File: config.mk
export PLATFORM = sky130hd
export DESIGN_NAME = cr_ahbl_sram_slv
export DESIGN_NICKNAME = d
export VERILOG_FILES = /design/src/rtl/cr_ahbl_sram_slv.sv
export SDC_FILE = /design/constraint.sdc
export NUM_CORES = 1
export LEC_CHECK = 0
export ABC_AREA = 1
export BUFFER_PORTS_ARGS = -buffer_cell sky130_fd_sc_hd__buf_2
export CORE_ASPECT_RATIO = 1.5
export CORE_MARGIN = 5
export CORE_UTILIZATION = 38
export CTS_CLUSTER_SIZE = 16
export DETAILED_ROUTE_END_ITERATION = 7
export PLACE_DENSITY = 0.91
export SETUP_SLACK_MARGIN = 0.05
export SYNTH_ARGS = -nofsm -noshare
export SYNTH_HDL_FRONTEND = slang
export SYNTH_SLANG_ARGS = --single-unit
export TNS_END_PERCENT = 20
File: constraint.sdc
create_clock -name ahbl_gated_clk -period 1.5 [get_ports ahbl_gated_clk]
set_input_delay 0.075 -clock ahbl_gated_clk [delete_from_list [all_inputs] [get_ports ahbl_gated_clk]]
set_output_delay 0.075 -clock ahbl_gated_clk [all_outputs]
set_load 0.03 [all_outputs]
File: src/rtl/cr_ahbl_sram_slv.sv
// AHB-Lite responder mapping bus transfers onto a single-port SRAM with one-cycle read latency.
// Define CR_AHBL_SLV_ALIGN_CHK_EN to enable size/alignment checking with two-cycle ERROR responses.
module cr_ahbl_sram_slv #(
  parameter int unsigned ADDR_WIDTH  = 14,
  parameter int unsigned WAIT_CYCLES = 0
) (
  input  logic                  ahbl_gated_clk,
  input  logic                  cpurst_b,
  input  logic                  hsel,
  input  logic [31:0]           haddr,
  input  logic [1:0]            htrans,
  input  logic                  hwrite,
  input  logic [2:0]            hsize,
  input  logic [3:0]            hprot,
  input  logic [2:0]            hburst,
  input  logic [31:0]           hwdata,
  input  logic                  hready_in,
  output logic                  hreadyout,
  output logic                  hresp,
  output logic [31:0]           hrdata,
  output logic                  mem_cen,
  output logic                  mem_wen,
  output logic [ADDR_WIDTH-3:0] mem_addr,
  output logic [3:0]            mem_be,
  output logic [31:0]           mem_wdata,
  input  logic [31:0]           mem_rdata,
  output logic                  slv_idle
);

  localparam int unsigned WORD_AW  = ADDR_WIDTH - 2;
  localparam logic [1:0]  WAIT_LD  = 2'(WAIT_CYCLES);
  localparam logic [1:0]  SIZE_WRD = 2'd2;

  typedef enum logic [2:0] {
    ST_IDLE = 3'd0,
    ST_WAIT = 3'd1,
    ST_WR   = 3'd2,
    ST_RD   = 3'd3,
`ifdef CR_AHBL_SLV_ALIGN_CHK_EN
    ST_ERR1 = 3'd5,
    ST_ERR2 = 3'd6,
`endif
    ST_RDV  = 3'd4
  } state_e;

  state_e                 state_q, state_d;
  logic [1:0]             cnt_q, cnt_d;
  logic [ADDR_WIDTH-1:0]  addr_q, addr_d;
  logic                   write_q, write_d;
  logic [1:0]             size_q, size_d;

  logic                   hreadyout_q, hreadyout_d;
  logic                   hresp_q, hresp_d;
  logic                   mem_cen_q, mem_cen_d;
  logic                   mem_wen_q, mem_wen_d;
  logic [3:0]             mem_be_q, mem_be_d;
  logic [WORD_AW-1:0]     mem_addr_q, mem_addr_d;
  logic                   slv_idle_q, slv_idle_d;

  logic                   accept_c;
  logic [1:0]             size_in_c;
  logic [3:0]             be_c;
`ifdef CR_AHBL_SLV_ALIGN_CHK_EN
  logic                   illegal_c;
`endif

  // Protection/burst attributes and alias address bits carry no meaning for a flat SRAM
  logic unused_ok;
  assign unused_ok = ^{hprot, hburst, htrans[0], haddr[31:ADDR_WIDTH]};

  assign accept_c  = hsel & htrans[1] & hready_in;
  // Oversized transfers collapse to a word when the checker is not built
  assign size_in_c = (hsize > 3'd2) ? SIZE_WRD : hsize[1:0];

`ifdef CR_AHBL_SLV_ALIGN_CHK_EN
  assign illegal_c = (hsize > 3'd2)
                   || ((hsize == 3'd1) && haddr[0])
                   || ((hsize == 3'd2) && (haddr[1:0] != 2'b00));
`endif

  // Next state, captured address phase, and next values of the registered outputs
  always_comb begin
    state_d     = state_q;
    cnt_d       = cnt_q;
    addr_d      = addr_q;
    write_d     = write_q;
    size_d      = size_q;
    hreadyout_d = 1'b1;
    hresp_d     = 1'b0;
    mem_cen_d   = 1'b0;
    mem_wen_d   = 1'b0;
    mem_be_d    = 4'h0;
    mem_addr_d  = '0;
    slv_idle_d  = 1'b0;
    be_c        = 4'hF;

    case (state_q)
      ST_WAIT: begin
        if (cnt_q <= 2'd1) begin
          cnt_d   = 2'd0;
          state_d = write_q ? ST_WR : ST_RD;
        end else begin
          cnt_d = cnt_q - 2'd1;
        end
      end
      ST_RD:   state_d = ST_RDV;
`ifdef CR_AHBL_SLV_ALIGN_CHK_EN
      ST_ERR1: state_d = ST_ERR2;
`endif
      default: begin
        // IDLE, WR, RDV and ERR2 complete this cycle, so a new address phase may be taken
        state_d = ST_IDLE;
        if (accept_c) begin
          addr_d  = haddr[ADDR_WIDTH-1:0];
          write_d = hwrite;
          size_d  = size_in_c;
          cnt_d   = WAIT_LD;
          if (WAIT_LD != 2'd0) state_d = ST_WAIT;
          else                 state_d = hwrite ? ST_WR : ST_RD;
`ifdef CR_AHBL_SLV_ALIGN_CHK_EN
          if (illegal_c) state_d = ST_ERR1;
`endif
        end
      end
    endcase

    case (size_d)
      2'd0:    be_c = 4'b0001 << addr_d[1:0];
      2'd1:    be_c = addr_d[1] ? 4'b1100 : 4'b0011;
      default: be_c = 4'b1111;
    endcase

    case (state_d)
      ST_IDLE: slv_idle_d = 1'b1;
      ST_WAIT: hreadyout_d = 1'b0;
      ST_WR: begin
        mem_cen_d  = 1'b1;
        mem_wen_d  = 1'b1;
        mem_be_d   = be_c;
        mem_addr_d = addr_d[ADDR_WIDTH-1:2];
      end
      ST_RD: begin
        hreadyout_d = 1'b0;
        mem_cen_d   = 1'b1;
        mem_be_d    = 4'hF;
        mem_addr_d  = addr_d[ADDR_WIDTH-1:2];
      end
`ifdef CR_AHBL_SLV_ALIGN_CHK_EN
      ST_ERR1: begin
        hreadyout_d = 1'b0;
        hresp_d     = 1'b1;
      end
      ST_ERR2: hresp_d = 1'b1;
`endif
      default: ;
    endcase
  end

  always_ff @(posedge ahbl_gated_clk or negedge cpurst_b) begin
    if (!cpurst_b) begin
      state_q     <= ST_IDLE;
      cnt_q       <= 2'd0;
      addr_q      <= '0;
      write_q     <= 1'b0;
      size_q      <= 2'd0;
      hreadyout_q <= 1'b1;
      hresp_q     <= 1'b0;
      mem_cen_q   <= 1'b0;
      mem_wen_q   <= 1'b0;
      mem_be_q    <= 4'h0;
      mem_addr_q  <= '0;
      slv_idle_q  <= 1'b1;
    end else begin
      state_q     <= state_d;
      cnt_q       <= cnt_d;
      addr_q      <= addr_d;
      write_q     <= write_d;
      size_q      <= size_d;
      hreadyout_q <= hreadyout_d;
      hresp_q     <= hresp_d;
      mem_cen_q   <= mem_cen_d;
      mem_wen_q   <= mem_wen_d;
      mem_be_q    <= mem_be_d;
      mem_addr_q  <= mem_addr_d;
      slv_idle_q  <= slv_idle_d;
    end
  end

  assign hreadyout = hreadyout_q;
  assign hresp     = hresp_q;
  assign mem_cen   = mem_cen_q;
  assign mem_wen   = mem_wen_q;
  assign mem_be    = mem_be_q;
  assign mem_addr  = mem_addr_q;
  assign slv_idle  = slv_idle_q;

  // Write data arrives in the data phase and read data one cycle after RD, so both pass straight through
  assign mem_wdata = (state_q == ST_WR)  ? hwdata    : 32'h0;
  assign hrdata    = (state_q == ST_RDV) ? mem_rdata : 32'h0;

endmodule
[Word level (Yosys, flattened, before mapping)]
Index checks and enable logic that the tools add are counted.
Word-level totals
  output and inout bits: 85
  flip-flop bits (word level): 42
  logic and storage cells: 58
Cells by class
  reductions and logical operators: 8
  add/subtract/negate cells: 1
  equality and inequality tests: 8
  mux-type cells: 23
  magnitude comparators: 2
  shift-type cells: 1
  bitwise gates (word level): 4
Operators by type and width (count)
  two-way mux 32 bit: 2
  two-way mux 14 bit: 2
  one-hot mux 4 bit (2 select lines): 2
  equality test 3 x 2 -> 1 bit, second input constant: 4
  two-way mux 12 bit: 1
  two-way mux 2 bit: 6
  equality test 3 x 1 -> 1 bit, second input constant: 2
  two-way mux 1 bit: 6
  one-hot mux 3 bit (2 select lines): 1
  OR reduction 2 bit: 3
  two-way mux 4 bit: 1
  one-hot mux 2 bit (2 select lines): 1
  AND reduction 2 bit: 2
  left shift 1 x 2 -> 4 bit, first input constant: 1
  equality test 3 bit, second input constant: 1
  greater-than comparator 3 x 2 -> 1 bit, second input constant: 1
  zero test 3 bit: 1
  two-way mux 3 bit: 1
  bitwise AND 1 bit: 2
  equality test 2 x 1 -> 1 bit, second input constant: 1
  <= comparator 2 x 1 -> 1 bit, second input constant: 1
  zero test 2 bit: 1
  NOT 1 bit: 2
  nonzero test 2 bit: 1
  subtractor 2 x 1 -> 2 bit, second input constant: 1

[Longest topological paths before layout]
Gate-level depths: netlist (run 1).
  depth in word-level cells: 7
  gate-level depth with buffers: 10

[Worst setup path before layout (run 1)]
Ideal clock, no wire load.
  path type: register to output
  from: reg state_q[0]
  to: out hrdata[10]
  slack: 0.168 ns
  required time: 1.425 ns
  arrival time: 1.257 ns
  path buffers: 1
  cell stages (with the launch flop): 5
  cell sequence: dfrtp_1 inv_2 nand3_1 clkbuf_1 nor2_1
On the way
  cells in the longest elaborated chain, start to end: 2
RTL lines
  start: declaration: RTL line 46  | state_e state_q, state_d;
  start signal: assignment: RTL line 174  | state_q <= state_d;
  equality test 3 bit: RTL line 199  | assign hrdata = (state_q == ST_RDV) ? mem_rdata : 32'h0;
  two-way mux 32 bit: RTL line 199
  end: declaration: RTL line 20  | output logic [31:0] hrdata,
Every way passes these cells.

[Worst setup path in the final report (run 1)]
  from: reg state_q[2]
  to: out hrdata[29]
The elaborated chain is that of the path after synthesis.

==> results of run 1 <==
-- stage by stage --
step / hold WS, ps / std cells / total power [uW] / util, % / instance area (sq um)
floorplan: -221 / 319 / 2010 / - / 2260
global placement: 59.6 / 555 / 2330 / 55.0 / 3180
detailed placement: 71.9 / 555 / 2360 / 55.0 / 3180
CTS: 6.95 / 568 / 3320 / 60.2 / 3480
global route: 7.65 / 576 / 3600 / 67.0 / 3870
finish: 7.82 / 576 / 3400 / 67.0 / 3870
-- worst min-delay path: cells and delay by family --
kind,cells,cell delay [ps]
buf+inv,2,140
compound gates,1,60
-- registers in the layout (all words and copies together) (netlist names) --
name and cells:
addr_q 14, mem_addr 12, mem_be 4, state_q 3
cnt_q 2, size_q 2, hreadyout 1, mem_cen 1
mem_wen 1, slv_idle 1, write_q 1
-- routing by layer --
metal | vias to the layer above | wire, microns | share of wire (%)
met2 | 131 | 4050 | 51
met5 | - | 0 | 0
met3 | 11 | 858 | 11
met4 | 0 | 93 | 1.2
li1 | 1258 | - | -
met1 | 1160 | 2910 | 37
-- layout by cell type, fill, tap and decap left out, drive strengths merged --
| cell type | instances |
|---|---|
| a21oi | 4 |
| buf | 183 |
| bufinv | 1 |
| clkbuf | 7 |
| clkinv | 2 |
| clkinvlp | 1 |
| conb | 1 |
| dfrtp | 40 |
| dfstp | 2 |
| diode | 1 |
| dlygate4sd3 | 2 |
| inv | 93 |
| nand2 | 44 |
| nand3 | 8 |
| nor2 | 86 |
| nor3 | 1 |
| o21a | 1 |
| o21ai | 15 |
| or2 | 12 |
-- final cells by class --
type / instances / area, sq um / share of cell area, %
multi-input combinational: 172 / 937 / 24.2
tap: 72 / 90.1 / 2.32
timing repair buffer: 186 / 1320 / 34.0
clock buffer: 6 / 72.6 / 1.87
clock inverter: 2 / 37.5 / 0.969
sequential: 42 / 1050 / 27.2
inverter: 95 / 364 / 9.40
antenna: 1 / 2.50 / 0.0646
-- what timing repair did --
item / in CTS / in global routing
buffers inserted: 2 / 5
cloned: 1 / 2
gates resized for setup: 45 / 132
setup endpoints to repair: 67 / 86
pin swaps: 1 / 4
endpoints found under the hold margin: 43 / 0
hold buffers: 2 / 0
-- where the power goes --
| part | switching, uW | total, uW | internal (uW) |
|---|---|---|---|
| registers | 58.9 | 1360 | 1300 |
| logic | 719 | 1170 | 454 |
| clock network | 376 | 872 | 496 |
-- how the worst max path moves through the flow --
stage | cells after the start | to | startpoint | slack, ps
after floorplan | 4 | hrdata[10] | state_q[0] | 170
final | 5 | hrdata[29] | state_q[2] | 20
after global routing | 5 | hrdata[22] | state_q[1] | -40
after CTS | 5 | hrdata[30] | state_q[1] | 2
after detailed placement | 8 | mem_be[1] | state_q[2] | 30
after global placement | 8 | mem_be[3] | state_q[2] | 90
-- cells by family after synthesis --
family | count (synthesis) | share of synthesized area (%)
other | 1 | 0.166
and+or+nand+nor | 150 | 29.6
AOI/OAI and AO/OA | 20 | 4.87
buffers and inverters | 106 | 18.8
DFF | 42 | 46.6
==> results.json, run 1 <==
{
  "start_util_pct": 39.1,
  "final.setup.tns_ps": 0,
  "path_buf_inv": 3,
  "max_stage_delay_ps": 400,
  "rrSetupSlack_ps": 80,
  "grtUsageMet1_pct": 21.2,
  "port_buffers": 170,
  "cts_sinks": 42,
  "synth_nets": 432,
  "synth_top_cells_by_area": "dfrtp_1 (44%), inv_1 (15%), nor2_1 (13%), nand2_1 (6.1%), dfstp_2 (2.3%)",
  "async_reset_ff_share_pct": 100,
  "crit_path_frequent_cell": "buf_4",
  "fin_skew_ps": 7.49,
  "synth_top_cell_by_area": "dfrtp_1",
  "track_usage_pct": 18.7,
  "area_delta_synth_final_pct": 71.3,
  "rr_endpoint": "addr_q[11]",
  "syn_area_sq_mm": 0.00226,
  "gp_congestion": 0.756,
  "max_cap_violations": 0,
  "final_nets": 615,
  "dieArea_sq_mm": 0.00763,
  "dp_hpwl_mm": 5.62,
  "clock_path_buffers": 2,
  "die_h_microns": 104,
  "critPathTopFamily": "buffers and inverters",
  "fillers": 448,
  "vdd_drop_max_v": 0.000896,
  "ys_seq_area_share_pct": 46.6,
  "hold_end": "addr_q[13]",
  "wirelength_mm": 7.90,
  "grt_max_degree": 43,
  "overflow": 0,
  "hold_path_depth": 3,
  "synth_edf_count": 0,
  "cts_root_buf": "clkbuf_8",
  "finalHoldViolCount": 0,
  "rsz0062_at_grt": "true",
  "cts_tree": "yes",
  "pre_cts_ws_ps": 30.7,
  "first_iter_violations": 70,
  "core-area_sq_mm": 0.00579,
  "path_clk_slew_ps": 80,
  "synth_top_area_share_pct": 44.2,
  "crit_slowest_cell": "dfrtp_1",
  "grt_pass1_vias": 2494,
  "cp_max_fo": 16,
  "drive_above_1_share_pct": 48.1,
  "drc": 0,
  "crit_chain": "buf_4, nand3_4, clkbuf_16, nor2_1, buf_4",
  "grt_busiest_layer": "met2",
  "period_share_pct": 98.7,
  "gr-usage-met2_pct": 32.5,
  "reg2reg_from": "state_q[2]",
  "grt_use_met3_pct": 6.38,
  "setup.worst_path.start_class": "flip-flop",
  "hold_start": "haddr[13]",
  "finalCriticalPeriod_ps": 1480,
  "drt_first_pass_iters": 4,
  "finalSetupViolations": 0,
  "rows": 34,
  "worstSetupPathType": "reg2out",
  "h-tree-depth": 2,
  "via_per_inst": 4.44,
  "worst_slack_ps": 18.8,
  "antenna_found_initial": 1,
  "synthTopCellsByCount": "inv_1 (91), nor2_1 (80), dfrtp_1 (40), nand2_1 (37), o21ai_0 (8)",
  "reg2reg_depth": 7,
  "ioPinCount": 198,
  "crit_arrival_ps": 1410,
  "yosys_register_bits": 42,
  "cts_buffers": 5,
  "status": "complete, no violations",
  "min_path_type": "in2reg",
  "cp.required_ps": 1420,
  "grt_pass1_wl_mm": 11.5,
  "ys_warn_count": 0,
  "ant_nets": 0,
  "synth_flop_cell": "dfrtp_1",
  "max_freq_mhz": 675,
  "ys_types": 26,
  "clk_latency_ps": 290,
  "wire_per_inst_microns": 13.7,
  "powerDensity_mw_per_mm2": 879,
  "avgSynthCellArea_sq_um": 7.09,
  "slew_violations": 0,
  "netlist_instances": 319,
  "yosysMostFrequentCell": "inv_1",
  "die_x_microns": 73.0,
  "end_kind": "output pin",
  "p_leak_uw": 0.00235,
  "num_vias": 2560
}
Power figures use the tool's default switching activity.
==> run 2: changes to the inputs <==
--- a/config.mk
+++ b/config.mk
@@ -12,6 +12,7 @@
 export CORE_UTILIZATION = 38
 export CTS_CLUSTER_SIZE = 16
 export DETAILED_ROUTE_END_ITERATION = 7
+export GPL_TIMING_DRIVEN = 0
 export PLACE_DENSITY = 0.91
 export SETUP_SLACK_MARGIN = 0.05
 export SYNTH_ARGS = -nofsm -noshare
==> run 2 against run 1 <==
Effect of this change: the run now ends with negative hold slack left; clock power shrank 19%; register-to-register slack lost 40 ps; largest power group unchanged; critical endpoint is now mem_wdata[18]; routed wire length is the same.
==> results.json, run 2 (same netlist as run 1, synthesis figures left out) <==
{
  "final_nets": 624,
  "final_common_cell": "buf_2",
  "overflow": 0,
  "via_per_inst": 4.32,
  "wirelength_mm": 7.90,
  "grt_pass1_vias": 2610,
  "status": "finished, violations left",
  "grt_max_degree": 43,
  "start_util_pct": 39.1,
  "vdd_drop_max_v": 0.000711,
  "drt_first_pass_iters": 4,
  "antenna_found_initial": 1,
  "stdcell_area_sq_mm": 0.00390,
  "max_freq_mhz": 671,
  "num_vias": 2530,
  "clock_path_buffers": 2,
  "fillers": 455,
  "power_uw": 3260,
  "layout_common_cells": "buf_2 (107), inv_1 (90), nor2_1 (59), buf_4 (53), dfrtp_1 (39)",
  "worst_pin_slew_ps": 894,
  "port_buffers": 170,
  "finalCriticalPeriod_ps": 1490,
  "dieArea_sq_mm": 0.00763,
  "final-instance-count-excl-fill": 585,
  "finalHoldViolCount": 1,
  "grt_pass1_wl_mm": 11.9,
  "first_iter_violations": 60,
  "ant_nets": 0,
  "path_clk_slew_ps": 80,
  "cts_root_buf": "clkbuf_8",
  "setup.worst_path.start_class": "flip-flop",
  "ioPinCount": 198,
  "cp.required_ps": 1420,
  "end_kind": "output pin",
  "top_register": "addr_q",
  "slew_violations": 0,
  "p_leak_uw": 0.00237,
  "powerDensity_mw_per_mm2": 836,
  "fin_skew_ps": 9.13,
  "worstSetupPathType": "reg2out",
  "violations": "negative hold slack",
  "cts_tree": "yes",
  "core-area_sq_mm": 0.00579,
  "die_h_microns": 104,
  "cp_max_fo": 10,
  "whs_ps": -1.79,
  "dp.cells": 561,
  "gp_congestion": 0.815,
  "period_share_pct": 99.3,
  "slew_headroom_pct": 40.4,
  "track_usage_pct": 19.4,
  "dpl-instance-area_sq_mm": 0.00320,
  "wire_per_inst_microns": 13.5,
  "min_path_type": "in2reg",
  "crit_arrival_ps": 1420,
  "die_x_microns": 73.0,
  "rows": 34,
  "area_delta_synth_final_pct": 72.3,
  "rsz0062_at_grt": "true",
  "cts_sinks": 42,
  "finalSetupViolations": 0,
  "max_cap_violations": 0,
  "cts_buffers": 5,
  "h-tree-depth": 2,
  "regArea_sq_mm": 0.00105,
  "dp_hpwl_mm": 5.92,
  "largest_register_ffs": 14,
  "drc": 0,
  "multiInputGateArea_sq_um": 955,
  "clk_latency_ps": 290,
  "drive_above_1_share_pct": 49.8
}
run 2: cell types whose count changed in the layout (fill, tap and decap cells not counted), sizes merged:
cell	delta
inv	+1
clkinvlp	-1
buf	+5
clkbuf	+6
clkinv	+1
bufinv	-1
nor2	-1
dlygate4sd3	-1
run 2: metal layers:
metal  vias to the layer above  part of all wire [%]  GRT usage, %  wire length, microns
met5                         -                     0             0                     0
met4                         0                   2.2          5.94                   174
met3                        16                    12          6.96                   970
met2                       133                    51          33.9                  4010
met1                      1114                    35          21.2                  2750
li1                       1267                     -             -                     -
run 2: through the flow:
step | util, % | worst slack [ps] | hold WS, ps | setup TNS, ps
2_1_floorplan | - | 168 | -221 | 0
3_3_place_gp | 55.4 | 16.8 | 238 | 0
3_5_place_dp | 55.4 | -1.29 | 254 | -1.29
4_1_cts | 62.5 | 3.71 | 3.85 | 0
5_1_grt | 67.4 | -78.4 | 11.5 | -1860
6_report | 67.4 | 9.87 | -1.79 | 0
run 2: cell type report:
cell class                 instances  area share, %
clock buffer                       6           1.86
inverter                          95           9.34
multi-input combinational        171           24.5
tap                               72           2.31
buffer                            11           3.31
timing repair buffer             185           31.2
antenna                            1         0.0642
clock inverter                     2          0.353
sequential                        42           27.1
run 2: path summary, 6_finish.rpt:
| check | endpoint | cells after the start | start | slack, ps |
|---|---|---|---|---|
| hold / removal | addr_q[11] | 3 | haddr[11] | -2 |
| setup reg to reg | mem_be[1] | 10 | state_q[0] | 40 |
| setup / recovery | mem_wdata[18] | 5 | state_q[2] | 10 |
| hold reg to reg | cnt_q[0] | 1 | cnt_q[0] | 480 |
| max in group asynchronous | state_q[2] | 2 | cpurst_b | 420 |
| min in group asynchronous | mem_addr[8] | 2 | cpurst_b | 450 |
run 2: worst max-delay path: stages, from the launching register on:
cell and delay [ps]:
dfrtp_2 450, inv_4 90, nand3_4 120, clkbuf_8 190, nor2_1 100, buf_4 180
run 2: power by group:
group          internal, uW  leakage, uW  switching, uW
sequential             1300     0.000524           59.3
combinational           463      0.00180            734
clock                   328    0.0000452            377
run 2: repair_timing:
| item | 4_1_cts | 5_1_grt |
|---|---|---|
| pin swaps | 2 | 5 |
| setup buffers | 5 | 5 |
| setup endpoints to repair | 67 | 84 |
| cloned | 4 | 0 |
| gates resized for setup | 86 | 98 |
| hold endpoints to repair | 40 | 0 |
| hold buffers | 1 | 0 |
